==> src/rtl/ahb_to_axi_bridge_if.sv <==
// rtl/ahb_to_axi_bridge_if.sv - AHB-Lite and AXI4 bus interfaces used by the bridge
interface ahb_bus_if;
    logic [31:0] haddr;
    logic [1:0]  htrans;
    logic        hwrite;
    logic [2:0]  hsize;
    logic [2:0]  hburst;
    logic [31:0] hwdata;
    logic [31:0] hrdata;
    logic        hready;
    logic        hresp;

    modport satellite_to_mux (
        input  haddr, htrans, hwrite, hsize, hburst, hwdata,
        output hrdata, hready, hresp
    );
endinterface

interface axi_bus_if;
    logic [3:0]  awid;
    logic [31:0] awaddr;
    logic [7:0]  awlen;
    logic [2:0]  awsize;
    logic [1:0]  awburst;
    logic        awvalid;
    logic        awready;
    logic [31:0] wdata;
    logic [3:0]  wstrb;
    logic        wlast;
    logic        wvalid;
    logic        wready;
    logic [1:0]  bresp;
    logic        bvalid;
    logic        bready;
    logic [3:0]  arid;
    logic [31:0] araddr;
    logic [7:0]  arlen;
    logic [2:0]  arsize;
    logic [1:0]  arburst;
    logic        arvalid;
    logic        arready;
    logic [31:0] rdata;
    logic [1:0]  rresp;
    logic        rvalid;
    logic        rready;

    modport controller_to_mux (
        output awid, awaddr, awlen, awsize, awburst, awvalid,
        input  awready,
        output wdata, wstrb, wlast, wvalid,
        input  wready,
        input  bresp, bvalid,
        output bready,
        output arid, araddr, arlen, arsize, arburst, arvalid,
        input  arready,
        input  rdata, rresp, rvalid,
        output rready
    );
endinterface

==> src/rtl/ahb_to_axi_bridge.sv <==
// rtl/ahb_to_axi_bridge.sv - AHB-Lite to single-beat AXI bridge; optional posted writes via AHB_AXI_POSTED_WRITE_EN
module ahb_to_axi_bridge #(
    parameter logic [3:0] AXI_ID            = 4'h0,
    parameter bit         AHB_ERR_ON_EXOKAY = 1'b0
) (
    input  logic                 clk,
    input  logic                 nrst,
    ahb_bus_if.satellite_to_mux  ahb,
    axi_bus_if.controller_to_mux axi
`ifdef AHB_AXI_POSTED_WRITE_EN
    ,
    output logic                 posted_err
`endif
);

    typedef enum logic [2:0] {
        IDLE    = 3'd0,
        WR_DATA = 3'd1,
        WR_AXI  = 3'd2,
        RD_ADDR = 3'd3,
        RD_DATA = 3'd4,
        ERR1    = 3'd5,
        ERR2    = 3'd6,
        PW_WAIT = 3'd7
    } state_t;

    state_t      state_q,   state_d;
    logic [31:0] addr_q,    addr_d;
    logic [2:0]  size_q,    size_d;
    logic        write_q,   write_d;
    logic [31:0] wdata_q,   wdata_d;
    logic [3:0]  wstrb_q,   wstrb_d;
    logic [31:0] wb_addr_q, wb_addr_d;
    logic [2:0]  wb_size_q, wb_size_d;
    logic        aw_done_q, aw_done_d;
    logic        w_done_q,  w_done_d;

    logic        wr_active;
    logic        aw_valid;
    logic        w_valid;
    logic        ar_valid;
    logic        r_ready;
    logic        accept;
    logic        hready_c;
    logic        hresp_c;
    logic [31:0] hrdata_c;

    logic        unused_hburst;
    assign unused_hburst = ^ahb.hburst;

    function automatic logic is_err(input logic [1:0] resp);
        return resp[1] || (AHB_ERR_ON_EXOKAY && (resp == 2'b01));
    endfunction

    function automatic logic [3:0] strb_for(input logic [2:0] sz, input logic [1:0] a);
        case (sz)
            3'd0:    return 4'b0001 << a;
            3'd1:    return 4'b0011 << {a[1], 1'b0};
            default: return 4'b1111;
        endcase
    endfunction

`ifdef AHB_AXI_POSTED_WRITE_EN
    logic pw_active_q,  pw_active_d;
    logic posted_err_q, posted_err_d;

    assign wr_active  = pw_active_q;
    assign posted_err = posted_err_q;

    // Background write tracker: armed when the write buffer fills, retired by B; B errors become sticky
    always_comb begin
        pw_active_d  = pw_active_q;
        posted_err_d = posted_err_q;
        if (state_q == WR_DATA) begin
            pw_active_d = 1'b1;
        end else if (pw_active_q && axi.bvalid) begin
            pw_active_d = 1'b0;
            if (is_err(axi.bresp)) begin
                posted_err_d = 1'b1;
            end
        end
    end
`else
    logic unused_write;
    assign unused_write = write_q;
    assign wr_active    = (state_q == WR_AXI);
`endif

    // AW/W/B engine: AW and W each handshake once per write; done flags clear when B retires the write
    always_comb begin
        aw_done_d = aw_done_q;
        w_done_d  = w_done_q;
        aw_valid  = wr_active && !aw_done_q;
        w_valid   = wr_active && !w_done_q;
        if (wr_active && axi.bvalid) begin
            aw_done_d = 1'b0;
            w_done_d  = 1'b0;
        end else begin
            if (aw_valid && axi.awready) begin
                aw_done_d = 1'b1;
            end
            if (w_valid && axi.wready) begin
                w_done_d = 1'b1;
            end
        end
    end

    // Main FSM: AHB data-phase control and accept-point handling
    always_comb begin
        state_d   = state_q;
        addr_d    = addr_q;
        size_d    = size_q;
        write_d   = write_q;
        wdata_d   = wdata_q;
        wstrb_d   = wstrb_q;
        wb_addr_d = wb_addr_q;
        wb_size_d = wb_size_q;
        hready_c  = 1'b0;
        hresp_c   = 1'b0;
        hrdata_c  = 32'd0;
        ar_valid  = 1'b0;
        r_ready   = 1'b0;
        accept    = 1'b0;

        case (state_q)
            IDLE: begin
                hready_c = 1'b1;
                accept   = 1'b1;
            end
            WR_DATA: begin
                wdata_d   = ahb.hwdata;
                wstrb_d   = strb_for(size_q, addr_q[1:0]);
                wb_addr_d = addr_q;
                wb_size_d = size_q;
`ifdef AHB_AXI_POSTED_WRITE_EN
                hready_c  = 1'b1;
                accept    = 1'b1;
`else
                state_d   = WR_AXI;
`endif
            end
`ifndef AHB_AXI_POSTED_WRITE_EN
            WR_AXI: begin
                if (axi.bvalid) begin
                    if (is_err(axi.bresp)) begin
                        state_d = ERR1;
                    end else begin
                        hready_c = 1'b1;
                        accept   = 1'b1;
                    end
                end
            end
`endif
            RD_ADDR: begin
                ar_valid = 1'b1;
                if (axi.arready) begin
                    state_d = RD_DATA;
                end
            end
            RD_DATA: begin
                r_ready = 1'b1;
                if (axi.rvalid) begin
                    if (is_err(axi.rresp)) begin
                        state_d = ERR1;
                    end else begin
                        hready_c = 1'b1;
                        hrdata_c = axi.rdata;
                        accept   = 1'b1;
                    end
                end
            end
            ERR1: begin
                hresp_c = 1'b1;
                state_d = ERR2;
            end
            ERR2: begin
                hresp_c  = 1'b1;
                hready_c = 1'b1;
                accept   = 1'b1;
            end
`ifdef AHB_AXI_POSTED_WRITE_EN
            PW_WAIT: begin
                if (axi.bvalid) begin
                    state_d = write_q ? WR_DATA : RD_ADDR;
                end
            end
`endif
            default: begin
                state_d = IDLE;
            end
        endcase

        if (accept) begin
            if (ahb.htrans[1]) begin
                addr_d  = ahb.haddr;
                size_d  = ahb.hsize;
                write_d = ahb.hwrite;
                state_d = ahb.hwrite ? WR_DATA : RD_ADDR;
`ifdef AHB_AXI_POSTED_WRITE_EN
                if (pw_active_d) begin
                    state_d = PW_WAIT;
                end
`endif
            end else begin
                state_d = IDLE;
            end
        end
    end

    // State and datapath registers, synchronous active-low reset
    always_ff @(posedge clk) begin
        if (!nrst) begin
            state_q      <= IDLE;
            addr_q       <= 32'd0;
            size_q       <= 3'd0;
            write_q      <= 1'b0;
            wdata_q      <= 32'd0;
            wstrb_q      <= 4'd0;
            wb_addr_q    <= 32'd0;
            wb_size_q    <= 3'd0;
            aw_done_q    <= 1'b0;
            w_done_q     <= 1'b0;
`ifdef AHB_AXI_POSTED_WRITE_EN
            pw_active_q  <= 1'b0;
            posted_err_q <= 1'b0;
`endif
        end else begin
            state_q      <= state_d;
            addr_q       <= addr_d;
            size_q       <= size_d;
            write_q      <= write_d;
            wdata_q      <= wdata_d;
            wstrb_q      <= wstrb_d;
            wb_addr_q    <= wb_addr_d;
            wb_size_q    <= wb_size_d;
            aw_done_q    <= aw_done_d;
            w_done_q     <= w_done_d;
`ifdef AHB_AXI_POSTED_WRITE_EN
            pw_active_q  <= pw_active_d;
            posted_err_q <= posted_err_d;
`endif
        end
    end

    assign ahb.hready  = hready_c;
    assign ahb.hresp   = hresp_c;
    assign ahb.hrdata  = hrdata_c;

    assign axi.awid    = AXI_ID;
    assign axi.awaddr  = wb_addr_q;
    assign axi.awlen   = 8'd0;
    assign axi.awsize  = wb_size_q;
    assign axi.awburst = 2'b01;
    assign axi.awvalid = aw_valid;
    assign axi.wdata   = wdata_q;
    assign axi.wstrb   = wstrb_q;
    assign axi.wlast   = 1'b1;
    assign axi.wvalid  = w_valid;
    assign axi.bready  = wr_active;
    assign axi.arid    = AXI_ID;
    assign axi.araddr  = addr_q;
    assign axi.arlen   = 8'd0;
    assign axi.arsize  = size_q;
    assign axi.arburst = 2'b01;
    assign axi.arvalid = ar_valid;
    assign axi.rready  = r_ready;

endmodule

==> src/flat_wrapper.sv <==
// flat-port wrapper written by rule: the top's interface ports become plain ports
module ahb_to_axi_bridge_flat 
#(
    parameter logic [3:0] AXI_ID            = 4'h0,
    parameter bit         AHB_ERR_ON_EXOKAY = 1'b0
)
  (clk, nrst, ahb_haddr, ahb_htrans, ahb_hwrite, ahb_hsize, ahb_hburst, ahb_hwdata, ahb_hrdata, ahb_hready, ahb_hresp, axi_awid, axi_awaddr, axi_awlen, axi_awsize, axi_awburst, axi_awvalid, axi_awready, axi_wdata, axi_wstrb, axi_wlast, axi_wvalid, axi_wready, axi_bresp, axi_bvalid, axi_bready, axi_arid, axi_araddr, axi_arlen, axi_arsize, axi_arburst, axi_arvalid, axi_arready, axi_rdata, axi_rresp, axi_rvalid, axi_rready);
  ahb_bus_if ahb_i ();
  axi_bus_if axi_i ();
  input  logic clk;
  input  logic nrst;
  input wire logic [$bits(ahb_i.haddr)-1:0] ahb_haddr;
  input wire logic [$bits(ahb_i.htrans)-1:0] ahb_htrans;
  input wire logic [$bits(ahb_i.hwrite)-1:0] ahb_hwrite;
  input wire logic [$bits(ahb_i.hsize)-1:0] ahb_hsize;
  input wire logic [$bits(ahb_i.hburst)-1:0] ahb_hburst;
  input wire logic [$bits(ahb_i.hwdata)-1:0] ahb_hwdata;
  output wire logic [$bits(ahb_i.hrdata)-1:0] ahb_hrdata;
  output wire logic [$bits(ahb_i.hready)-1:0] ahb_hready;
  output wire logic [$bits(ahb_i.hresp)-1:0] ahb_hresp;
  output wire logic [$bits(axi_i.awid)-1:0] axi_awid;
  output wire logic [$bits(axi_i.awaddr)-1:0] axi_awaddr;
  output wire logic [$bits(axi_i.awlen)-1:0] axi_awlen;
  output wire logic [$bits(axi_i.awsize)-1:0] axi_awsize;
  output wire logic [$bits(axi_i.awburst)-1:0] axi_awburst;
  output wire logic [$bits(axi_i.awvalid)-1:0] axi_awvalid;
  input wire logic [$bits(axi_i.awready)-1:0] axi_awready;
  output wire logic [$bits(axi_i.wdata)-1:0] axi_wdata;
  output wire logic [$bits(axi_i.wstrb)-1:0] axi_wstrb;
  output wire logic [$bits(axi_i.wlast)-1:0] axi_wlast;
  output wire logic [$bits(axi_i.wvalid)-1:0] axi_wvalid;
  input wire logic [$bits(axi_i.wready)-1:0] axi_wready;
  input wire logic [$bits(axi_i.bresp)-1:0] axi_bresp;
  input wire logic [$bits(axi_i.bvalid)-1:0] axi_bvalid;
  output wire logic [$bits(axi_i.bready)-1:0] axi_bready;
  output wire logic [$bits(axi_i.arid)-1:0] axi_arid;
  output wire logic [$bits(axi_i.araddr)-1:0] axi_araddr;
  output wire logic [$bits(axi_i.arlen)-1:0] axi_arlen;
  output wire logic [$bits(axi_i.arsize)-1:0] axi_arsize;
  output wire logic [$bits(axi_i.arburst)-1:0] axi_arburst;
  output wire logic [$bits(axi_i.arvalid)-1:0] axi_arvalid;
  input wire logic [$bits(axi_i.arready)-1:0] axi_arready;
  input wire logic [$bits(axi_i.rdata)-1:0] axi_rdata;
  input wire logic [$bits(axi_i.rresp)-1:0] axi_rresp;
  input wire logic [$bits(axi_i.rvalid)-1:0] axi_rvalid;
  output wire logic [$bits(axi_i.rready)-1:0] axi_rready;
  assign ahb_i.haddr = ahb_haddr;
  assign ahb_i.htrans = ahb_htrans;
  assign ahb_i.hwrite = ahb_hwrite;
  assign ahb_i.hsize = ahb_hsize;
  assign ahb_i.hburst = ahb_hburst;
  assign ahb_i.hwdata = ahb_hwdata;
  assign ahb_hrdata = ahb_i.hrdata;
  assign ahb_hready = ahb_i.hready;
  assign ahb_hresp = ahb_i.hresp;
  assign axi_awid = axi_i.awid;
  assign axi_awaddr = axi_i.awaddr;
  assign axi_awlen = axi_i.awlen;
  assign axi_awsize = axi_i.awsize;
  assign axi_awburst = axi_i.awburst;
  assign axi_awvalid = axi_i.awvalid;
  assign axi_i.awready = axi_awready;
  assign axi_wdata = axi_i.wdata;
  assign axi_wstrb = axi_i.wstrb;
  assign axi_wlast = axi_i.wlast;
  assign axi_wvalid = axi_i.wvalid;
  assign axi_i.wready = axi_wready;
  assign axi_i.bresp = axi_bresp;
  assign axi_i.bvalid = axi_bvalid;
  assign axi_bready = axi_i.bready;
  assign axi_arid = axi_i.arid;
  assign axi_araddr = axi_i.araddr;
  assign axi_arlen = axi_i.arlen;
  assign axi_arsize = axi_i.arsize;
  assign axi_arburst = axi_i.arburst;
  assign axi_arvalid = axi_i.arvalid;
  assign axi_i.arready = axi_arready;
  assign axi_i.rdata = axi_rdata;
  assign axi_i.rresp = axi_rresp;
  assign axi_i.rvalid = axi_rvalid;
  assign axi_rready = axi_i.rready;
  ahb_to_axi_bridge #(.AXI_ID(AXI_ID), .AHB_ERR_ON_EXOKAY(AHB_ERR_ON_EXOKAY)) u_core (.clk(clk), .nrst(nrst), .ahb(ahb_i), .axi(axi_i));
endmodule
==> config.mk <==
export PLATFORM = sky130hd
export DESIGN_NAME = ahb_to_axi_bridge_flat
export DESIGN_NICKNAME = d
export VERILOG_FILES = /design/src/rtl/ahb_to_axi_bridge_if.sv /design/src/rtl/ahb_to_axi_bridge.sv /design/src/flat_wrapper.sv
export SDC_FILE = /design/constraint.sdc
export NUM_CORES = 1
export LEC_CHECK = 0
export CAP_MARGIN = 25
export CORE_AREA = 2 2 127 129
export CTS_CLUSTER_DIAMETER = 60
export DETAILED_ROUTE_END_ITERATION = 8
export DIE_AREA = 0 0 129 131
export PLACE_DENSITY_LB_ADDON = 0.3
export SLEW_MARGIN = 20
export SYNTH_ARGS = -nofsm -noshare
export SYNTH_HDL_FRONTEND = slang
export SYNTH_SLANG_ARGS = --single-unit
export TNS_END_PERCENT = 30
==> constraint.sdc <==
create_clock -name clk -period 2.05 [get_ports clk]
set_input_delay 0.41 -clock clk [delete_from_list [all_inputs] [get_ports clk]]
set_output_delay 0.41 -clock clk [all_outputs]
set_load 0.01 [all_outputs]
**Yosys cells after proc, flatten, opt, wreduce, memory -nomap -nowiden**

Index checks and enable logic that the tools add are counted.

- Flip-flop bits (word level): 111
- Output and inout port bits: 174

- Eq/ne operators: 13
- Shift operators: 2
- Muxes and demuxes: 21
- Bitwise gates (word level): 1
- Reductions and logical operators: 14

Operators by type and width:

| cell | number |
|---|---|
| two-way mux 32 bit | 3 |
| two-way mux 3 bit | 7 |
| case mux 3 bit (6 select lines) | 1 |
| != test 3 bit (second input constant) | 5 |
| == test 3 bit (second input constant) | 3 |
| case mux 4 bit (2 select lines) | 1 |
| two-way mux 1 bit | 7 |
| == test 3 x 1 -> 1 bit (second input constant) | 2 |
| == test 3 x 2 -> 1 bit (second input constant) | 2 |
| logical NOT 3 bit | 2 |
| AND reduction 6 bit | 1 |
| OR reduction 2 bit | 3 |
| logical AND 1 bit | 5 |
| << shifter 1 x 2 -> 4 bit (first input constant) | 1 |
| << shifter 2 x 2 -> 4 bit (first input constant) | 1 |
| case mux 1 bit (3 select lines) | 1 |
| logical NOT 1 bit | 2 |
| two-way mux 2 bit | 1 |
| != test 2 x 1 -> 1 bit (second input constant) | 1 |
| AND reduction 2 bit | 1 |
| inverter 1 bit | 1 |

**Depth between registers and ports, before layout**

- Depth after elaboration: 5
- Gate-level depth with buffers: 8
- Gate-level depth less buffers: 5

**Least setup slack after synthesis**

Ideal clock, no wire load.

- Kind: input port to output port
- From: input axi_rresp[1]
- To: output ahb_hrdata[10]
- Data arrival time: 1.251 ns
- Slack: 0.389 ns
- Stages on the path: 4
- Cells stage by stage: nand2b_1 -> nor3_1 -> clkbuf_1 -> and2_1

- Word-level cells in the longest chain between the ends: 3

Ends and longest elaborated chain:

| element | line | source |
|---|---|---|
| start: declaration | flat_wrapper.sv:44 | `input wire logic [$bits(axi_i.rresp)-1:0] axi_rresp;` |
| two-way mux 32 bit | ahb_to_axi_bridge.sv:163 | `if (is_err(axi.rresp)) begin` |
| two-way mux 32 bit | ahb_to_axi_bridge.sv:162 | `if (axi.rvalid) begin` |
| two-way mux 32 bit | ahb_to_axi_bridge.sv:125 | `case (state_q)` |
| end: declaration | flat_wrapper.sv:18 | `output wire logic [$bits(ahb_i.hrdata)-1:0] ahb_hrdata;` |

No other way between the ends.

**Worst setup path after layout**

- From: register u_core.state_q[1]
- To: output ahb_hrdata[4]

- Word-level cells in the longest chain between the ends: 2

Ends and longest elaborated chain:

| element | line | source |
|---|---|---|
| start: declaration | ahb_to_axi_bridge.sv:27 | `state_t state_q, state_d;` |
| start signal: assignment | ahb_to_axi_bridge.sv:228 | `state_q <= state_d;` |
| == test 3 bit | ahb_to_axi_bridge.sv:125 |  |
| two-way mux 32 bit | ahb_to_axi_bridge.sv:125 |  |

No other way between the ends.

==> metrics <==
status=completed; Synth Register Bits=111; CP required=around 1.6 ns; Netlist cell types=35; Worst Max-Slew Pin Slew=0.5891 ns; LEAKAGE=approximately 2.9 nW; final non-filler cell total=between 1,000 and 1,500; syn avg cell area=between 7 and 8 um2; Core Area=approximately 16,000 um2; synth warn=0; RR Endpoint=u_core.axi.awaddr[12]; EDFF count, synth=0; GRT overflow=0; Crit Path Class=flop to output pin; register area share after synthesis=0.4822; Crit path largest cell delay=between 0.3 and 0.4 ns; Final Max Slew Viols=0; peak supply drop=about 470 uV; proportion of power drawn by the clock network=0.261; Worst R2R Setup Slack=between 0.2 and 0.3 ns; CTS sink count=approximately 110; dpl cells=between 1,000 and 1,500; crit-path max FO=8; Tcrit/Tclk final=0.9764; f_max=~500 MHz; Vias=between 4,000 and 5,000; worst-path cell chain=nand2b_4, nor3_4, buf_6, buf_12, buf_16, and2_1, buf_2; most frequent cells in the layout=clkdlybuf4s50_1, nand2_1, dfxtp_1; DRT iter0 DRCs=just under 200; Power Total=7.280 mW; Gate power share=0.366; largest net degree at the start of global routing=60; Layout area overhead=65.95%; minimum clock period after layout=2.002 ns; met1 Use GR=0.1975; gpl congestion=0.7431; slowest CP cell=dfxtp_4; sequential fraction of design power=0.374; mapped cell area=about 4600 um2; Nets=approximately 950; critical path endpoint category=output pin; final hold vios=0; commonest non-fill, non-tap cell in the layout=clkdlybuf4s50_1; r2r worst-path depth=7; busiest grt layer=met2; post-DR wirelength/cell=between 10 and 15 um; HP Class=flop to flop; drt total wl=roughly 14 mm; Initial Util=0.2954; htree depth=3; pwr dens=~950 nW/um2; # IOs=290; Remaining DRCs=0; CTS root buf=clkbuf_16; Util after Layout=0.4903; Clock transition at path regs=approximately 0.070 ns; Post-Synthesis Cells=slightly below 600; diode count=0; fillers=1,503; setup repair after global routing missed its margin=yes; Reg-to-Reg Start=u_core.state_q[1]; Cells on Worst Hold Path=2; clock skew=0.007320 ns; M3 GR Usage=0.06026; end of the worst hold path=u_core.axi.awaddr[9]; clk_lat worst skew=approximately 0.35 ns; vias in the first global route=a little over 4,000; IO buf count=254; ys async rst share=0; first-pass GRT wire length=roughly 21 mm; antenna-violating nets left=0; min-delay src=u_core.axi.awaddr[9]; first-pass detailed-route iteration total=5; max_cap viols=0; Buffers & Inverters on Critical Path=4; GR Util met2=0.2602; HPWL after detailed placement=10.01 mm; final setup fails=0; Switching Share=0.3294; routed vias/inst=approximately 4.4; Top Family by Delay on Critical Path=buffers and inverters; Rows=46; WP data arrival=around 1.6 ns; All-Layer GR Usage=0.1597; P_int=approximately 4.9 mW; die width=around 130 um; layout cell share with drive strength beyond 1=0.1377; clk buf depth=2; Chip Height=131 um; Die Area=approximately 17,000 um2; setup tns final=0 ns; Net Switching=between 2 and 2.5 mW; prevailing post-synth register cell=dfxtp_1; CTS tree=yes; Slew HR=0.6073; CTS Buf Count=9; initial antenna violation count=0; critical path startpoint category=flop
-- state kept, by name, summed over array words and instances (netlist names) --
name and count:
u_core.axi.wstrb 4, u_core.w_done_q 1, u_core.aw_done_q 1, u_core.axi.awaddr 32, u_core.state_q 3, u_core.axi.awsize 3
u_core.axi.arsize 3, u_core.axi.wdata 32, u_core.axi.araddr 32
-- worst min-delay path, cell delays in order, from the launching register on --
cell,delay (ns)
dfxtp_1,0.31
nand2_1,0.05
a21oi_1,0.05
-- timing repair --
| item | in CTS | in global routing |
|---|---|---|
| setup buffers | 3 | 1 |
| pin swaps | 1 | 3 |
| hold buffers | 0 | 0 |
| cloned | 2 | 0 |
| endpoints found under the setup margin | 39 | 27 |
| resized for setup | 129 | 19 |
-- power by group through the flow --
stage	logic, mW	registers, mW	clock network (mW)
2_1_floorplan	1.26	2.87	0
3_3_place_gp	2.69	2.75	0
3_5_place_dp	2.70	2.76	0
4_1_cts	2.70	2.72	1.97
5_1_grt	2.92	2.76	2.04
6_report	2.66	2.72	1.90
-- through the flow --
| step | setup WS [ns] | area (um2) | hold WS [ns] |
|---|---|---|---|
| finish | 0.04828 | 7647 | 0.4529 |
| global route | -0.02552 | 7647 | 0.4635 |
| CTS | -0.05793 | 7685 | 0.4560 |
| detailed placement | -0.4358 | 7363 | 0.4469 |
| global placement | -0.4114 | 7363 | 0.4407 |
| floorplan | 0.3894 | 4710 | 0.4374 |
-- cell usage after synthesis (all sizes together) (2+ instances only) --
library cell / instances / area (um2)
a21oi: 108 / 578.1
nand2: 174 / 653.1
nor2: 10 / 37.54
nand2b: 6 / 37.54
nor3: 3 / 20.02
nor2b: 3 / 21.27
clkbuf: 25 / 93.84
o21ai: 7 / 46.30
and2: 33 / 206.5
or2: 2 / 12.51
inv: 3 / 11.26
conb: 2 / 7.510
a21boi: 3 / 22.52
dfxtp: 111 / 2222
nand3: 36 / 230.2
buf: 46 / 324.0
-- layout make-up --
type / count / area [um2] / area share
multi-input combinational: 422 / 2100 / 0.2745
inverter: 3 / 12.51 / 0.001636
clock buffer: 11 / 242.7 / 0.03174
timing repair buffer: 284 / 2713 / 0.3547
clock inverter: 4 / 78.83 / 0.01031
sequential: 111 / 2231 / 0.2917
tap: 216 / 270.3 / 0.03534
-- worst max-delay path by stage --
stage,start,cells after the start,end,slack [ns]
finish,u_core.state_q[1],7,ahb_hrdata[4],0.05
floorplan,axi_rresp[1],4,ahb_hrdata[10],0.39
global route,u_core.state_q[1],7,ahb_hrdata[21],-0.03
detailed placement,axi_rresp[1],6,ahb_hrdata[26],-0.44
global placement,axi_rresp[1],6,ahb_hrdata[3],-0.41
CTS,u_core.state_q[2],4,ahb_hready,-0.06
-- layer usage --
layer,vias up,share of wire
li1,2328,-
met1,2075,0.43
met2,162,0.47
met3,14,0.084
met4,0,0.013
met5,-,0
-- cell families (layout without fill, tap and decap cells) --
| group | Yosys count | after routing | share of synthesized area |
|---|---|---|---|
| buffers and inverters | 74 | 302 | 0.09313 |
| flip-flops | 111 | 111 | 0.4822 |
| other | 2 | 29 | 0.001630 |
| AO/OA/AOI/OAI | 124 | 124 | 0.1540 |
| AND/OR/NAND/NOR | 268 | 268 | 0.2669 |
| multiplexers | 1 | 1 | 0.002172 |
Power figures use the tool's default switching activity.
